### src/rtl/wash_motor_if.sv
// Motor command interface between the wash controller (master) and the
// motor-side driver (slave): request code out, applied status back.
interface wash_motor_if #(
    parameter int PWM_BITS = 8
);
    logic [2:0]          motor;
    logic [1:0]          dir;
    logic [PWM_BITS-1:0] duty;
    logic                ready;
    logic                fault;

    modport master (output motor, input dir, duty, ready, fault);
    modport slave  (input motor, output dir, duty, ready, fault);
endinterface

### src/rtl/wash_motor_drv.sv
// H-bridge motor driver: soft-start/soft-stop duty ramps with a dead time
// before every energized direction so reversals can never shoot through.
module wash_motor_drv #(
    parameter int PWM_BITS  = 8,
    parameter int RAMP_STEP = 8,
    parameter int DUTY_MAX  = 240,
    parameter int DEAD      = 16,
    parameter int DEAD_W    = 5
) (
    input  logic        clk,
    input  logic        rst_n,
    wash_motor_if.slave cmd,
    output logic        in_a,
    output logic        in_b
);
    typedef enum logic [2:0] {
        S_OFF,
        S_DEAD,
        S_RAMP_UP,
        S_RUN,
        S_RAMP_DN
    } state_t;

    localparam logic [PWM_BITS-1:0] STEP    = PWM_BITS'(RAMP_STEP);
    localparam logic [PWM_BITS-1:0] DMAX    = PWM_BITS'(DUTY_MAX);
    localparam logic [PWM_BITS-1:0] CNT_MAX = '1;
    localparam logic [DEAD_W-1:0]   DEAD_LD = DEAD_W'(DEAD);
    localparam logic [1:0]          DIR_OFF = 2'd0;
    localparam logic [1:0]          DIR_CW  = 2'd1;
    localparam logic [1:0]          DIR_CCW = 2'd2;

    state_t              state, state_n;
    logic [PWM_BITS-1:0] pwm_cnt;
    logic [PWM_BITS-1:0] duty_q, duty_n;
    logic [1:0]          dir_q, dir_n;
    logic [1:0]          tgt_q, tgt_n;
    logic [1:0]          req;
    logic [DEAD_W-1:0]   dead_q, dead_n;
    logic                pe;
    logic                pwm_on;
    logic                fault_q;
    logic                ready_q;

    assign pe       = (pwm_cnt == CNT_MAX);
    assign pwm_on   = (pwm_cnt < duty_q);
    assign cmd.dir   = dir_q;
    assign cmd.duty  = duty_q;
    assign cmd.ready = ready_q;
    assign cmd.fault = fault_q;

    // Invalid codes 3..7 collapse onto stop.
    always_comb begin
        req = DIR_OFF;
        if (cmd.motor == 3'd1)
            req = DIR_CW;
        else if (cmd.motor == 3'd2)
            req = DIR_CCW;
    end

    always_comb begin
        state_n = state;
        dir_n   = dir_q;
        duty_n  = duty_q;
        tgt_n   = tgt_q;
        dead_n  = dead_q;
        case (state)
            S_OFF: begin
                if (req != DIR_OFF) begin
                    tgt_n   = req;
                    dead_n  = DEAD_LD;
                    state_n = S_DEAD;
                end
            end
            S_DEAD: begin
                if (req == DIR_OFF) begin
                    state_n = S_OFF;
                end else begin
                    tgt_n = req;
                    if (dead_q == '0) begin
                        dir_n   = tgt_n;
                        state_n = S_RAMP_UP;
                    end else begin
                        dead_n = dead_q - 1'b1;
                    end
                end
            end
            S_RAMP_UP: begin
                // A changed request wins over a coinciding period-end step.
                if (req != dir_q) begin
                    state_n = S_RAMP_DN;
                end else if (duty_q >= DMAX) begin
                    state_n = S_RUN;
                end else if (pe) begin
                    if (DMAX - duty_q <= STEP) begin
                        duty_n  = DMAX;
                        state_n = S_RUN;
                    end else begin
                        duty_n = duty_q + STEP;
                    end
                end
            end
            S_RUN: begin
                if (req != dir_q)
                    state_n = S_RAMP_DN;
            end
            S_RAMP_DN: begin
                if (req == dir_q) begin
                    state_n = S_RAMP_UP;
                end else if (pe) begin
                    if (duty_q > STEP) begin
                        duty_n = duty_q - STEP;
                    end else begin
                        // Bridge is fully off: only now may the direction drop.
                        duty_n = '0;
                        dir_n  = DIR_OFF;
                        if (req != DIR_OFF) begin
                            tgt_n   = req;
                            dead_n  = DEAD_LD;
                            state_n = S_DEAD;
                        end else begin
                            state_n = S_OFF;
                        end
                    end
                end
            end
            default: state_n = S_OFF;
        endcase
    end

    always_ff @(posedge clk or negedge rst_n) begin
        if (!rst_n) begin
            state   <= S_OFF;
            dir_q   <= DIR_OFF;
            duty_q  <= '0;
            tgt_q   <= DIR_OFF;
            dead_q  <= '0;
            pwm_cnt <= '0;
            in_a    <= 1'b0;
            in_b    <= 1'b0;
            fault_q <= 1'b0;
            ready_q <= 1'b1;
        end else begin
            state   <= state_n;
            dir_q   <= dir_n;
            duty_q  <= duty_n;
            tgt_q   <= tgt_n;
            dead_q  <= dead_n;
            pwm_cnt <= pwm_cnt + 1'b1;
            in_a    <= (dir_q == DIR_CW) && pwm_on;
            in_b    <= (dir_q == DIR_CCW) && pwm_on;
            ready_q <= (state_n == S_OFF) || (state_n == S_RUN);
            if (cmd.motor > 3'd2)
                fault_q <= 1'b1;
            else if (cmd.motor == 3'd0)
                fault_q <= 1'b0;
        end
    end
endmodule
### src/flat_wrapper.sv
// flat-port wrapper written by rule: the top's interface ports become plain ports
module wash_motor_drv_flat 
#(
    parameter int PWM_BITS  = 8,
    parameter int RAMP_STEP = 8,
    parameter int DUTY_MAX  = 240,
    parameter int DEAD      = 16,
    parameter int DEAD_W    = 5
)
  (clk, rst_n, in_a, in_b, cmd_motor, cmd_dir, cmd_duty, cmd_ready, cmd_fault);
  wash_motor_if #(.PWM_BITS(PWM_BITS)) cmd_i ();
  input  logic clk;
  input  logic rst_n;
  output logic in_a;
  output logic in_b;
  input wire logic [$bits(cmd_i.motor)-1:0] cmd_motor;
  output wire logic [$bits(cmd_i.dir)-1:0] cmd_dir;
  output wire logic [$bits(cmd_i.duty)-1:0] cmd_duty;
  output wire logic [$bits(cmd_i.ready)-1:0] cmd_ready;
  output wire logic [$bits(cmd_i.fault)-1:0] cmd_fault;
  assign cmd_i.motor = cmd_motor;
  assign cmd_dir = cmd_i.dir;
  assign cmd_duty = cmd_i.duty;
  assign cmd_ready = cmd_i.ready;
  assign cmd_fault = cmd_i.fault;
  wash_motor_drv #(.PWM_BITS(PWM_BITS), .RAMP_STEP(RAMP_STEP), .DUTY_MAX(DUTY_MAX), .DEAD(DEAD), .DEAD_W(DEAD_W)) u_core (.clk(clk), .rst_n(rst_n), .cmd(cmd_i), .in_a(in_a), .in_b(in_b));
endmodule
### config.mk
export PLATFORM = sky130hd
export DESIGN_NAME = wash_motor_drv_flat
export DESIGN_NICKNAME = d
export VERILOG_FILES = /design/src/rtl/wash_motor_if.sv /design/src/rtl/wash_motor_drv.sv /design/src/flat_wrapper.sv
export SDC_FILE = /design/constraint.sdc
export NUM_CORES = 1
export LEC_CHECK = 0
export BUFFER_PORTS_ARGS = -buffer_cell sky130_fd_sc_hd__buf_2
export CAP_MARGIN = 25
export CORE_MARGIN = 3
export CORE_UTILIZATION = 60
export DETAILED_ROUTE_END_ITERATION = 12
export PLACE_DENSITY_LB_ADDON = 0.1
export SLEW_MARGIN = 20
export SYNTH_ARGS = -nofsm -noshare
export SYNTH_HDL_FRONTEND = slang
export SYNTH_SLANG_ARGS = --single-unit
### constraint.sdc
create_clock -name clk -period 3.89 [get_ports clk]
set_input_delay 0 -clock clk [delete_from_list [all_inputs] [get_ports clk]]
set_output_delay 0 -clock clk [all_outputs]
set_load 0.02 [all_outputs]
=== Word-level counts from Yosys, hierarchy flattened ===
Cells that the tools add are included.

* Multiplexer cells: 38
* $lt $le $gt $ge: 5
* $add $sub $neg: 5
* Equal/unequal tests: 21
* Reductions and logical operators: 16

{| class="wikitable"
|+ Operators by type and width
! kind !! number
|-
| 2-to-1 mux 8 bit || 7
|-
| 2-to-1 mux 3 bit || 11
|-
| 2-to-1 mux 5 bit || 6
|-
| AND reduction 6 bit || 3
|-
| case mux 8 bit (2 select lines) || 1
|-
| case mux 3 bit (5 select lines) || 1
|-
| case mux 5 bit (3 select lines) || 1
|-
| 2-to-1 mux 2 bit || 7
|-
| equality test 3 x 2 -> 1 bit (second input constant) || 4
|-
| inequality test 2 bit (second input constant) || 6
|-
| zero test 3 bit || 3
|-
| adder 8 x 1 -> 8 bit (second input constant) || 1
|-
| adder 8 x 4 -> 8 bit (second input constant) || 1
|-
| equality test 8 bit (second input constant) || 1
|-
| >= comparator 8 bit (second input constant) || 1
|-
| greater-than comparator 8 x 4 -> 1 bit (second input constant) || 1
|-
| <= comparator 8 x 4 -> 1 bit (second input constant) || 1
|-
| less-than comparator 8 bit || 1
|-
| nonzero test 2 bit || 4
|-
| subtractor 8 x 4 -> 8 bit (second input constant) || 1
|-
| subtractor 8 bit (first input constant) || 1
|-
| equality test 3 x 1 -> 1 bit (second input constant) || 2
|-
| inequality test 2 x 1 -> 1 bit (second input constant) || 3
|-
| zero test 5 bit || 1
|-
| other kinds (13) || 16
|}

* Register bits after elaboration: 30
* Logic and storage cells: 94
* Output and inout bits: 14
* Input bits: 5

=== Longest topological paths before layout ===
* Depth in word-level cells: 11
* Gate-level depth with buffers: 8
* Gate-level depth less buffers: 7

=== Worst setup path after synthesis ===
No wires, ideal clock.

* Path kind: register to register
* Start point: register u_core.duty_q[4], in the netlist u_core.cmd.duty[4]
* End point: register u_core.dead_q[0]
* Setup slack: 1699 ps
* Period minus slack after synthesis: 2191 ps
* Setup time: 121 ps
* Required time: 3769 ps
* Arrival time: 2070 ps
* Buffers on the path: 2
* Stages on the path, launching flop included: 8
* Path through: dfrtp_1 -> buf_2 -> or4_1 -> buf_2 -> nor3_4 -> nand4_1 -> nor2b_1 -> a22o_1

* Word-level cells in the longest chain between the ends: 3

{| class="wikitable"
|+ Ends and longest elaborated chain
! item !! RTL line !! RTL
|-
| start, declared || wash_motor_drv.sv:34 || <nowiki>logic [PWM_BITS-1:0] duty_q, duty_n;</nowiki>
|-
| start signal, assigned || wash_motor_drv.sv:145 || <nowiki>duty_q <= duty_n;</nowiki>
|-
| greater-than comparator 8 x 4 -> 1 bit || wash_motor_drv.sv:110 || <nowiki>if (duty_q > STEP) begin</nowiki>
|-
| inequality test 2 bit (no source line) || -- ||
|-
| AND reduction 6 bit (no source line) || -- ||
|-
| end signal, assigned || wash_motor_drv.sv:147 || <nowiki>dead_q <= dead_n;</nowiki>
|-
| end, declared || wash_motor_drv.sv:38 || <nowiki>logic [DEAD_W-1:0] dead_q, dead_n;</nowiki>
|}

No other way between the ends.
A chain may end at the register's enable or synchronous reset.

=== Worst setup path in the final report ===
* Start point: register u_core.dead_q[0]
* End point: register u_core.dir_q[1], in the netlist u_core.cmd.dir[1]

* Word-level cells in the longest chain between the ends: 3

{| class="wikitable"
|+ Ends and longest elaborated chain
! item !! RTL line !! RTL
|-
| zero test 5 bit || wash_motor_drv.sv:79 || <nowiki>if (dead_q == '0) begin</nowiki>
|-
| inequality test 2 x 1 -> 1 bit (no source line) || -- ||
|-
| AND reduction 6 bit (no source line) || -- ||
|-
| end signal, assigned || wash_motor_drv.sv:144 || <nowiki>dir_q <= dir_n;</nowiki>
|-
| end, declared || wash_motor_drv.sv:35 || <nowiki>logic [1:0] dir_q, dir_n;</nowiki>
|}

No other way between the ends.

==> results.yml <==
run_status:
  outcome: "completed"
clock_network:
  cts_tree: "yes"
  h-tree-depth: 1
  cts_buffer_depth: 2
  insertion_delay_ns: 0.33
  cts_setup_buffers: 0
  cts_sinks: 27
  cts_root_buf: "clkbuf_4"
  cts_buffers: 3
  clk_pin_slew_ns: 0.15
  cts_resized: 0
timing:
  fin_crit_ns: 2.727
  slew_violations: 0
  finalSetupViolCount: 0
  setup_tns_ns: 0
  fin_crit_sh: 0.7011
  worst_slew_pin_slew_ns: 0.6164
  fin_skew_ns: 0.003903
  final_hold_viol_count: 0
  fmax_mhz: 366.7
  grt_setup_unrepaired: "no"
  holdWs_ns: 0.01516
  slew_headroom: 0.5833
power_and_ir_drop:
  comb_power_share: 0.367
  power.total_uw: 820.9
  ir_worst_vdd_mv: 0.2991
  pwr-share-clk: 0.153
  p_sw_uw: 325.4
  power_density_mw_per_mm2: 415.8
  p_int_uw: 495.6
  sw_frac_of_total: 0.3963
  leakage_nw: 0.8709
  p_seq_frac: 0.479
setup_path:
  slowest_delay_ns: 0.57
  cpMaxStageDelayCell: "dlygate4sd3_1"
  cp-end-kind: "register"
  cp_data_arrival_time_ns: 2.96
  worstPathMaxFanout: 5
  critical-path-top-delay-family: "simple AND/OR/NAND/NOR gates"
  critPathKind: "register to register"
  path_cells: "inv_1, ha_1, nor4b_1, nand2_1, or3_1, a21oi_1, o32ai_1, dlygate4sd3_1"
  crit_start: "u_core.dead_q[0]$_DFFE_PN0P_"
  cp.required_ns: 4.12
  startpoint_type: "register"
  cp.buffers_inverters: 2
  reg2reg_from: "u_core.dead_q[0]$_DFFE_PN0P_"
finish:
  final_cells: 246
  multi_input_area_mm2: 0.001060
  syn_to_final_growth_pct: 6.838
  drive_above_1_share: 0.1488
  fillers: 235
  n_antenna_cell: 0
  seqCellArea_um2: 676.9
  final_nets: 231
  fin_util: 0.6921
global_routing:
  grt_max_degree: 28
  track_usage: 0.2326
  grt_overflow_total: 0
  grt_pass1_wl_mm: 6.582
  antenna_found_initial: 0
  first_global_vias: 1467
run:
  maxCapViolations: 0
drt:
  routed_wl_mm: 4.000
  antenna_left: 0
  routed_via_density: 6.407
  dr.pass1.iters: 4
  drtIter0Drc: 104
  dr_total_vias: 1576
  drc: 0
  routedWlPerCell_um: 16.26
synth:
  ys.flop_type: "dfrtp_1"
  yosysWarnings: 0
  synth_cell_types: 58
  synth_seq_cells: 27
  netlist_area_mm2: 0.001848
  synth_edf_count: 0
  synth-async-reset-ratio: 1.000
  syn-instance-count: 201
  syn_area_per_cell_um2: 9.194
  seq_area_frac_synth: 0.3663
place:
  dp.cells: 238
  gp_congestion: 0.9063
  port_buffers: 15
  hpwl_mm: 2.993
worst_hold_path:
  hp-start: "cmd_motor[2]"
  hp-class: "input pin to register"
floorplanning:
  dieArea_mm2: 0.003782
  die_x_um: 61.50
  core_mm2: 0.002853
  ios: 19
  start_util: 0.6478
  num_rows: 19
  die_h_um: 61.50
## worst paths after layout
check / endpoint / slack [ns] / depth (start not counted)
worst max-delay path: u_core.cmd.dir[1]$_DFFE_PN0P_ / 1.16 / 8
worst min-delay path: u_core.cmd.fault$_DFFE_PN0P_ / 0.02 / 3
worst max register to register: u_core.cmd.dir[1]$_DFFE_PN0P_ / 1.16 / 8
worst min register to register: u_core.pwm_cnt[0]$_DFF_PN0_ / 0.47 / 1
max in group asynchronous: u_core.cmd.dir[0]$_DFFE_PN0P_ / 3.33 / 2
min in group asynchronous: u_core.cmd.duty[3]$_DFFE_PN0P_ / 0.18 / 2
## cells by family (layout without fill, tap and decap cells)
family	after synthesis	in the layout	share of synthesized area
AO/OA/AOI/OAI	56	56	0.2241
XOR/XNOR	8	8	0.03792
adder cells (fa/ha/maj)	10	10	0.06770
buffers and inverters	26	38	0.06432
flip-flops	27	27	0.3663
multiplexers	2	2	0.01083
other	1	3	0.002029
AND/OR/NAND/NOR	71	71	0.2268
## power by group through the flow
stage | Combinational, mW | Sequential, mW | Clock, mW
floorplan | 0.188 | 0.412 | 0
global route | 0.336 | 0.402 | 0.139
finish | 0.302 | 0.393 | 0.126
global placement | 0.278 | 0.392 | 0
detailed placement | 0.288 | 0.396 | 0
CTS | 0.300 | 0.391 | 0.127
## state kept, by name, indices dropped and copies added (netlist names)
signal	count
u_core.cmd.dir	2
u_core.cmd.duty	5
u_core.cmd.fault	1
u_core.cmd.ready	1
u_core.dead_q	5
u_core.in_a	1
u_core.in_b	1
u_core.pwm_cnt	8
u_core.state	3
## metal layers
layer  vias to the layer above  track usage  part of all wire
li1                        766            -                 -
met2                        39       0.3812              0.48
met4                         0      0.08182             0.011
met5                         -            0                 0
met3                         5      0.02516             0.039
met1                       766       0.3181              0.47
## repair_timing
action / CTS / global route
endpoints found under the hold margin: 28 / 0
hold buffers: 4 / 0
setup endpoints to repair: 0 / 0
## through the flow
stage               setup WS (ns)  instance area [µm²]
global route               0.8290                 1974
floorplan                   1.699                 1856
finish                      1.163                 1974
CTS                         1.214                 1974
global placement            1.716                 1907
detailed placement          1.655                 1907
## cells in the final DEF, fill, tap and decap left out, types with 2 or more instances in the layout
cell type	netlist	routed
o32ai_1	2	2
nor2_1	10	10
a211o_1	4	4
clkbuf_4	0	3
a31oi_1	2	2
a22o_1	2	2
ha_1	10	10
nor2b_1	3	3
nand2b_1	3	3
nor4bb_1	2	2
a211oi_1	2	2
or3_1	2	2
xor2_1	2	2
o21ai_0	12	12
o22ai_1	2	2
conb_1	1	3
or4_1	2	2
o21a_1	7	7
a21oi_1	6	6
mux2i_1	2	2
inv_1	15	15
nand2_1	13	13
nand3_1	10	10
nor4_1	6	6
or2_2	3	3
nor3_1	2	2
nand4_1	5	5
buf_2	2	15
dfrtp_1	26	26
xnor2_1	6	6
dlygate4sd3_1	0	4
a21o_1	2	2
nor4b_1	2	2
## layout make-up
| cell class | instances | share of cell area |
|---|---|---|
| multi-input cells | 150 | 0.5368 |
| repair buffers | 19 | 0.05830 |
| well taps | 31 | 0.01965 |
| inverters | 15 | 0.02852 |
| clock buffers | 3 | 0.01141 |
| flip-flops and latches | 27 | 0.3428 |
| clock inverters | 1 | 0.002535 |
## worst min-delay path, cell delays in order
cell,delay [ns]
buf_2,0.14
inv_1,0.09
o21ai_0,0.09
## synth_stat cells (all sizes together) (7+ instances only)
cell type / number / area (µm²)
dfrtp: 26 / 650.6
inv: 15 / 56.30
o21ai: 14 / 73.82
nand2: 13 / 48.80
nand3: 11 / 60.06
ha: 10 / 125.1
nor2: 10 / 37.54
o21a: 7 / 52.55
Power figures use the tool's default switching activity.
